===== config.mk =====
export PLATFORM = sky130hd
export DESIGN_NAME = e203_ifu_ialign
export DESIGN_NICKNAME = d
export VERILOG_FILES = /design/src/rtl/e203_ifu_ialign_pkg.sv /design/src/rtl/e203_ifu_ialign_sel.sv /design/src/rtl/e203_ifu_ialign.sv
export SDC_FILE = /design/constraint.sdc
export NUM_CORES = 1
export LEC_CHECK = 0
export ABC_CLOCK_PERIOD_IN_PS = 2700
export CAP_MARGIN = 20
export CORE_MARGIN = 1.5
export CORE_UTILIZATION = 40
export CTS_CLUSTER_SIZE = 10
export DETAILED_ROUTE_END_ITERATION = 12
export PLACE_DENSITY = 0.77
export SETUP_SLACK_MARGIN = 0.2
export SYNTH_ARGS = -nofsm -noshare
export SYNTH_HDL_FRONTEND = slang
export SYNTH_SLANG_ARGS = --single-unit

===== constraint.sdc =====
create_clock -name clk -period 2.7 [get_ports clk]
set_input_delay 0.27 -clock clk [delete_from_list [all_inputs] [get_ports clk]]
set_output_delay 0.27 -clock clk [all_outputs]
set_load 0.1 [all_outputs]

===== src/rtl/e203_ifu_ialign_pkg.sv =====
// Shared widths, state encoding and RVC detection for the IFU instruction realigner.
package e203_ifu_ialign_pkg;

  localparam int E203_PC_SIZE    = 32;
  localparam int E203_INSTR_SIZE = 32;
  localparam int E203_HALF_SIZE  = 16;

  typedef enum logic [1:0] {
    ST_ALIGN = 2'd0,
    ST_HOLD  = 2'd1,
    ST_ODD   = 2'd2
  } ialign_state_e;

  // A halfword whose low two bits are not 2'b11 is a complete compressed instruction.
  function automatic logic is_rvc(input logic [E203_HALF_SIZE-1:0] half);
    return half[1:0] != 2'b11;
  endfunction

endpackage


===== src/rtl/e203_ifu_ialign_sel.sv =====
// Combinational instruction select: builds the aligned instruction from the held half
// and the current fetch word, and reports how the state advances on a handshake.
module e203_ifu_ialign_sel
  import e203_ifu_ialign_pkg::*;
(
  input  logic [1:0]  i_state,
  input  logic [15:0] i_hold_half,
  input  logic        i_hold_err,
  input  logic [31:0] i_data,
  input  logic        i_rsp_err,
  output logic [31:0] o_instr,
  output logic        o_err,
  output logic        o_rv32,
  output logic        o_need_word,
  output logic        o_load_u,
  output logic [2:0]  o_adv
);

  logic [15:0] w_lo;
  assign w_lo = i_data[15:0];

  // o_load_u means the upper half of the fetch word becomes the new held half,
  // which is also exactly the condition for the next state being HOLD.
  always_comb begin
    o_instr     = '0;
    o_err       = 1'b0;
    o_need_word = 1'b1;
    o_load_u    = 1'b0;
    o_adv       = 3'd0;
    case (i_state)
      ST_ALIGN: begin
        o_err = i_rsp_err;
        if (is_rvc(w_lo)) begin
          o_instr  = {16'b0, w_lo};
          o_adv    = 3'd2;
          o_load_u = 1'b1;
        end else begin
          o_instr = i_data;
          o_adv   = 3'd4;
        end
      end
      ST_HOLD: begin
        if (is_rvc(i_hold_half)) begin
          o_instr     = {16'b0, i_hold_half};
          o_err       = i_hold_err;
          o_need_word = 1'b0;
          o_adv       = 3'd2;
        end else begin
          o_instr  = {w_lo, i_hold_half};
          o_err    = i_hold_err | i_rsp_err;
          o_adv    = 3'd4;
          o_load_u = 1'b1;
        end
      end
      ST_ODD: begin
        o_load_u = 1'b1;
      end
      default: begin
        o_need_word = 1'b0;
      end
    endcase
  end

  assign o_rv32 = (o_instr[1:0] == 2'b11);

endmodule


===== src/rtl/e203_ifu_ialign.sv =====
// IFU instruction realigner: turns word-aligned fetch words into one whole RV32/RVC
// instruction per IR handshake, tracking the PC and a held upper halfword.
module e203_ifu_ialign
  import e203_ifu_ialign_pkg::*;
#(
  parameter int                 PC_SIZE    = E203_PC_SIZE,
  parameter int                 INSTR_SIZE = E203_INSTR_SIZE,
  parameter logic [PC_SIZE-1:0] RESET_PC   = 32'h8000_0000
) (
  input  logic                  clk,
  input  logic                  rst,
  input  logic                  flush,
  input  logic [PC_SIZE-1:0]    flush_pc,
  input  logic                  ifetch_rsp_valid,
  output logic                  ifetch_rsp_ready,
  input  logic [31:0]           ifetch_rsp_data,
  input  logic                  ifetch_rsp_err,
  output logic                  ir_valid,
  input  logic                  ir_ready,
  output logic [INSTR_SIZE-1:0] ir_instr,
  output logic [PC_SIZE-1:0]    ir_pc,
  output logic                  ir_rv32,
  output logic                  ir_err
);

  ialign_state_e      r_state, w_state_next;
  logic [PC_SIZE-1:0] r_pc, w_pc_next;
  logic [15:0]        r_hold_half, w_hold_half_next;
  logic               r_hold_err, w_hold_err_next;

  logic [31:0] w_sel_instr;
  logic        w_sel_err, w_sel_rv32, w_need_word, w_load_u;
  logic [2:0]  w_adv;
  logic        w_active, w_odd, w_ir_valid, w_rsp_ready, w_step;

  e203_ifu_ialign_sel u_sel (
    .i_state     (r_state),
    .i_hold_half (r_hold_half),
    .i_hold_err  (r_hold_err),
    .i_data      (ifetch_rsp_data),
    .i_rsp_err   (ifetch_rsp_err),
    .o_instr     (w_sel_instr),
    .o_err       (w_sel_err),
    .o_rv32      (w_sel_rv32),
    .o_need_word (w_need_word),
    .o_load_u    (w_load_u),
    .o_adv       (w_adv)
  );

  assign w_active = !rst && !flush;
  assign w_odd    = (r_state == ST_ODD);

  // A word is only ever accepted in the cycle it is consumed: with the IR handshake,
  // or unconditionally in ODD where its lower half is dropped.
  assign w_ir_valid  = w_active && !w_odd && (w_need_word ? ifetch_rsp_valid : 1'b1);
  assign w_rsp_ready = w_active && w_need_word && (w_odd || ir_ready);
  assign w_step      = w_odd ? (ifetch_rsp_valid && w_rsp_ready) : (w_ir_valid && ir_ready);

  always_ff @(posedge clk) begin
    if (rst) begin
      r_state     <= ST_ALIGN;
      r_pc        <= RESET_PC;
      r_hold_half <= '0;
      r_hold_err  <= 1'b0;
    end else begin
      r_state     <= w_state_next;
      r_pc        <= w_pc_next;
      r_hold_half <= w_hold_half_next;
      r_hold_err  <= w_hold_err_next;
    end
  end

  always_comb begin
    w_state_next     = r_state;
    w_pc_next        = r_pc;
    w_hold_half_next = r_hold_half;
    w_hold_err_next  = r_hold_err;
    if (flush) begin
      w_pc_next       = flush_pc & {{(PC_SIZE-1){1'b1}}, 1'b0};
      w_state_next    = flush_pc[1] ? ST_ODD : ST_ALIGN;
      w_hold_err_next = 1'b0;
    end else if (w_step) begin
      w_pc_next    = r_pc + PC_SIZE'(w_adv);
      w_state_next = w_load_u ? ST_HOLD : ST_ALIGN;
      if (w_load_u) begin
        w_hold_half_next = ifetch_rsp_data[31:16];
        w_hold_err_next  = ifetch_rsp_err;
      end
    end
  end

  assign ir_valid         = w_ir_valid;
  assign ifetch_rsp_ready = w_rsp_ready;
  assign ir_instr         = rst ? '0 : INSTR_SIZE'(w_sel_instr);
  assign ir_pc            = rst ? RESET_PC : r_pc;
  assign ir_rv32          = rst ? 1'b0 : w_sel_rv32;
  assign ir_err           = rst ? 1'b0 : w_sel_err;

endmodule


Yosys cells after proc, flatten, opt, wreduce, memory -nomap -nowiden
Index checks and enable logic that the tools add are counted.
- flip-flop bits (word level): 51
- bits of input ports: 70
- output and inout bits: 68
- word-level logic and storage cells: 54
- $add $sub $neg: 1
- eq/ne operators: 5
- mux-type cells: 24
- bitwise operators: 2
- reductions and logical operators: 17
- operators with widths (kind ; count):
    $mux 32 ; 6
    $pmux 32 s2 ; 1
    $add 32x3->32 ; 1
    $mux 1 ; 8
    $logic_and 1x1->1 ; 7
    $mux 2 ; 3
    $mux 3 ; 2
    $pmux 3 s2 ; 1
    $eq 2x2->1 const B ; 2
    $ne 2x2->1 const B ; 2
    $pmux 1 s2 ; 2
    $reduce_or 2->1 ; 2
    $logic_not 1->1 ; 3
    $pmux 1 s3 ; 1
    $reduce_and 3->1 ; 1
    $eq 2x1->1 const B ; 1
    $logic_not 2->1 ; 1
    $reduce_and 2->1 ; 1
    $reduce_bool 2->1 ; 1
    $logic_or 1x1->1 ; 1
    $not 1->1 ; 1
    $or 1x1->1 ; 1

Logic depth before layout (Yosys ltp)
- word-level depth: 9
- depth in mapped cells: 11

Hierarchy
A second synthesis with hierarchy kept.
- cell total of the unflattened synthesis: 496
- area, all modules: 3669.8 µm²
- by module, submodules not included (module ; instances ; cells an instance ; area an instance (µm²) ; seq. area each (µm²)):
    e203_ifu_ialign ; 1 ; 426 ; 3153.0 ; 1021.0
    e203_ifu_ialign_sel ; 1 ; 70 ; 516.7 ; 0.0

Worst setup path after synthesis
Ideal clock, no wire load.
- path kind: reg-to-output
- start point: register r_state[0]
- end point: output port ir_rv32
- data arrival time: 3800 ps
- required time: 2430 ps
- slack: -1370 ps
- cell stages (with the launch flop): 4
- buffers on the path: 1
- path through: dfxtp_1 buf_1 a21oi_1 nor4_1
- cells in the longest elaborated chain, start to end: 4
- RTL lines (item ; RTL line ; RTL):
    from (decl) ; e203_ifu_ialign.sv:26 ; ialign_state_e r_state, w_state_next;
    from (signal assigned) ; e203_ifu_ialign.sv:66 ; r_state <= w_state_next;
    $eq 2x1->1 / $logic_not 2->1 (equally long branches) ; e203_ifu_ialign_sel.sv:30 ; case (i_state)
    $pmux 32 s2 (*) ; e203_ifu_ialign_sel.sv:30 ;
    $eq 2x2->1 (*) ; e203_ifu_ialign_sel.sv:64 ; assign o_rv32 = (o_instr[1:0] == 2'b11);
    $mux 1 (*) ; e203_ifu_ialign.sv:96 ; assign ir_rv32 = rst ? 1'b0 : w_sel_rv32;
    to (decl) ; e203_ifu_ialign.sv:22 ; output logic ir_rv32,
Every way passes the cells marked *; elsewhere a longest branch is shown, timed or not.

Worst setup path in the final report
- start point: input port ifetch_rsp_data[0]
- end point: register r_pc[31]
- cells in the longest elaborated chain, start to end: 6
- RTL lines (item ; RTL line ; RTL):
    from (decl) ; e203_ifu_ialign.sv:16 ; input logic [31:0] ifetch_rsp_data,
    $ne 2x2->1 ; e203_ifu_ialign_pkg.sv:16 ; return half[1:0] != 2'b11;
    $mux 3 ; e203_ifu_ialign_sel.sv:33 ; if (is_rvc(w_lo)) begin
    $pmux 3 s2 ; e203_ifu_ialign_sel.sv:30 ;
    $add 32x3->32 ; e203_ifu_ialign.sv:83 ; w_pc_next = r_pc + PC_SIZE'(w_adv);
    $mux 32 ; e203_ifu_ialign.sv:82 ; end else if (w_step) begin
    $mux 32 ; e203_ifu_ialign.sv:78 ; if (flush) begin
    to (signal assigned) ; e203_ifu_ialign.sv:67 ; r_pc <= w_pc_next;
    to (decl) ; e203_ifu_ialign.sv:27 ; logic [PC_SIZE-1:0] r_pc, w_pc_next;
No other way between the ends. The select of a mux whose other input is x is not followed.
A chain may end at the register's enable or synchronous reset.

==> results.tsv <==
stage	metric	value	unit
finish	fill cell count	681	
synthesis	Yosys warnings	0	
grt	vias in the first global route	3829	
sta	max-slew violations	0	
worst_setup_path	worst r2r path cells	10	
synthesis	post-synth cell types	60	
floorplanning	Starting Density	0.408	
worst_setup_path	R2R setup slack	0.25	ns
sta	RSZ-0062 raised after global routing	true	
min_path	Hold Startpoint	rst	
placement	IO Port Bufs	135	
clocking	clk sinks	50	
grt	met3 Usage GRT	0.0325	
clocking	clk_lat worst skew	0.31	ns
worst_setup_path	r2r startpoint	r_state[0]	
min_path	WHS Path Cells	3	
grt	GRT Total Usage	0.243	
synthesis	fraction of registers with async set/reset	0	
clocking	CTS tree	built	
grt	initial antenna violation count	0	
synthesis	Syn Inst Count	449	
finish	Final Instance Area	5600	um2
synthesis	synthesized net count	522	
worst_setup_path	worst path arrival time	2.70	ns
grt	grt total ovfl	0	
sta	Finish-stage setup viols	0	
worst_setup_path	CP Data Required Time	2.94	ns
synthesis	syn_area_per_cell	7.85	um2
synthesis	sequential-to-total area share from yosys stat	0.284	
synthesis	Post-synth EDFFs	0	
grt	GR Util met2	0.402	
sta	Fmax	0.407	GHz
placement	gpl congestion	0.875	
detailed_routing	via count	4020	
synthesis	Synth Cell Area	3520	um2
placement	Placed Area	5380	um2
detailed_routing	Routed Antenna Nets	0	
sta	max_slew headroom	0.515	
worst_setup_path	Setup crit end kind	flip-flop	
synthesis	area leader, netlist	dfxtp_1	
clocking	Clock transition at path regs	0.10	ns
sta	clock skew	0.0103	ns
floorplanning	Chip Width	96.9	um
clocking	Max Root-Sink Buffers	2	
grt	largest net degree at the start of global routing	53	
synthesis	Post-synth top flop	dfxtp_1	
finish	most common cell after layout, fill and taps aside	clkdlybuf4s50_1	
sta	WHS	0.353	ns
pwr	Power Total	2.31	mW
synthesis	#FFs+latches synth	50	
grt	Top Usage Layer GRT	met2	
pwr	static leakage	2.13	nW
synthesis	area share of the largest cell type after synthesis	0.284	
clocking	htree depth	2	
sta	Final Critical Period	2.46	ns
floorplanning	Die Area	9380	um2
grt	first-pass GRT wire length	19.0	mm
sta	Fin. Hold Viols	0	
clocking	cts bufs inserted	5	
finish	Register Area	1010	um2
detailed_routing	DRT Wirelength	11.7	mm
worst_setup_path	Max Fanout on Critical Path	3	
pwr	worst vdd ir	234	uV
finish	ant diodes	0	
run	Max Cap Viol	0	
run_status	outcome	completed	
sta	Slew @ Worst Pin	0.727	ns
detailed_routing	vias per inst	5.78	
floorplanning	# IOs	138	
finish	commonest cells after routing, fill and taps aside	clkdlybuf4s50_1 (66), buf_4 (57), nor2_1 (54), dfxtp_1 (46), nand2_1 (44)	
worst_setup_path	critical path class	in -> reg	
min_path	worst min path class	in -> reg	
finish	multi-input logic area	2420	um2
min_path	worst hold endpoint	r_hold_err	
finish	nets@finish	659	
detailed_routing	Initial DRT Pass Iterations	5	
floorplanning	Die Span Y	96.9	um
floorplanning	core area	8640	um2
detailed_routing	DRT iter0 DRCs	349	
clocking	clock root buffer master	clkbuf_8	
pwr	PD cells	412	nW/um2
placement	post-DP HPWL	8.55	mm
finish	Layout Area Growth over Synthesis	58.9	%
sta	part of the cycle the worst path needs	0.911	
synthesis	dominant cells by area after synthesis	dfxtp_1 (28%), mux2i_1 (9.9%), nor2_1 (6.9%)	
floorplanning	row cnt	34	
worst_setup_path	R2R Path End	r_pc[31]	
detailed_routing	# DRC	0	
finish	share of layout cells above drive strength 1	0.259	
grt	met1 usage in global routing	0.323	
worst_setup_path	Worst Setup Start Kind	input port	
detailed_routing	WL per Instance	16.9	um
worst max-delay path by stage:
stage                                   from           to  slack [ns]
after global placement    ifetch_rsp_data[1]     r_pc[15]       -0.11
after CTS                         r_state[0]     r_pc[31]        0.23
final                     ifetch_rsp_data[0]     r_pc[31]        0.24
after detailed placement  ifetch_rsp_data[1]     r_pc[15]       -0.16
after floorplan                   r_state[1]  ir_instr[0]        0.05
after global routing              r_state[0]     r_pc[15]        0.15
layer usage:
| layer | vias up | share of wire |
|---|---|---|
| li1 | 1899 | - |
| met1 | 1896 | 0.43 |
| met2 | 204 | 0.48 |
| met3 | 21 | 0.068 |
| met4 | 0 | 0.018 |
| met5 | - | 0 |
power breakdown:
part | leakage [nW] | switching [mW] | internal, mW | total (mW)
Clock | 0.0714 | 0.276 | 0.396 | 0.671
Combinational | 1.65 | 0.517 | 0.298 | 0.815
Sequential | 0.412 | 0.0493 | 0.771 | 0.820
Total | 2.13 | 0.842 | 1.47 | 2.31
Yosys cell counts, types with 3 or more instances:
library cell,count
mux2i_1,35
nor3_1,11
buf_4,3
or2_2,3
o21ai_1,5
clkbuf_1,22
nand2b_1,4
mux2_2,3
nand4_1,8
inv_1,8
nand3_1,17
o21ai_0,4
nor2b_1,26
a21oi_1,19
a311oi_1,4
nor4_1,3
a22oi_1,19
nand2_1,46
a31oi_1,11
nor2_1,65
nor4_4,3
or3_1,8
buf_2,3
a2bb2oi_1,3
or4_1,3
buf_6,3
a21o_1,5
o211ai_1,6
and3_1,6
dfxtp_1,50
sequential cells by signal, summed over array words and instances, names as in the netlist:
register and flops:
r_pc 31, r_state 2, r_hold_half 16, r_hold_err 1
repair_timing:
item,in CTS,in global routing
resized for setup,10,6
pin swaps,4,1
buffers inserted,2,2
endpoints found under the setup margin,4,12
hold buffers,0,0
gates cloned,0,0
kinds of logic after synthesis:
group | count (synthesis) | synth area share
DFF | 50 | 0.284
muxes | 39 | 0.112
AOI/OAI and AO/OA | 93 | 0.186
other | 1 | 0.00106
and+or+nand+nor | 220 | 0.342
buffers and inverters | 43 | 0.0611
adders and majority gates | 3 | 0.0128
through the flow:
step                      TNS, ns  setup slack [ns]  std cells  utilization
after global routing            0             0.146        695        0.649
after CTS                       0             0.230        692        0.644
after detailed placement   -0.940            -0.158        682        0.623
after floorplan                 0            0.0506        449            -
final                           0             0.241        695        0.649
after global placement     -0.552            -0.105        682        0.623
cell type report:
class / instances / share of cell area
flip-flops and latches: 50 / 0.180
multi-input cells: 356 / 0.432
repair buffers: 163 / 0.331
inverters: 10 / 0.00715
clock inverters: 2 / 0.0107
well taps: 108 / 0.0241
clock buffers: 6 / 0.0147
critical path, stage by stage:
cell and delay, ns:
clkdlybuf4s50_1 0.48, buf_4 0.12, and3b_1 0.19, or2_4 0.17, fa_2 0.24, nand4_4 0.13
buf_6 0.15, nor2_4 0.11, nand4_1 0.16, or4_1 0.57, o211ai_1 0.11
Note: power is estimated with default switching activity, not from simulation.
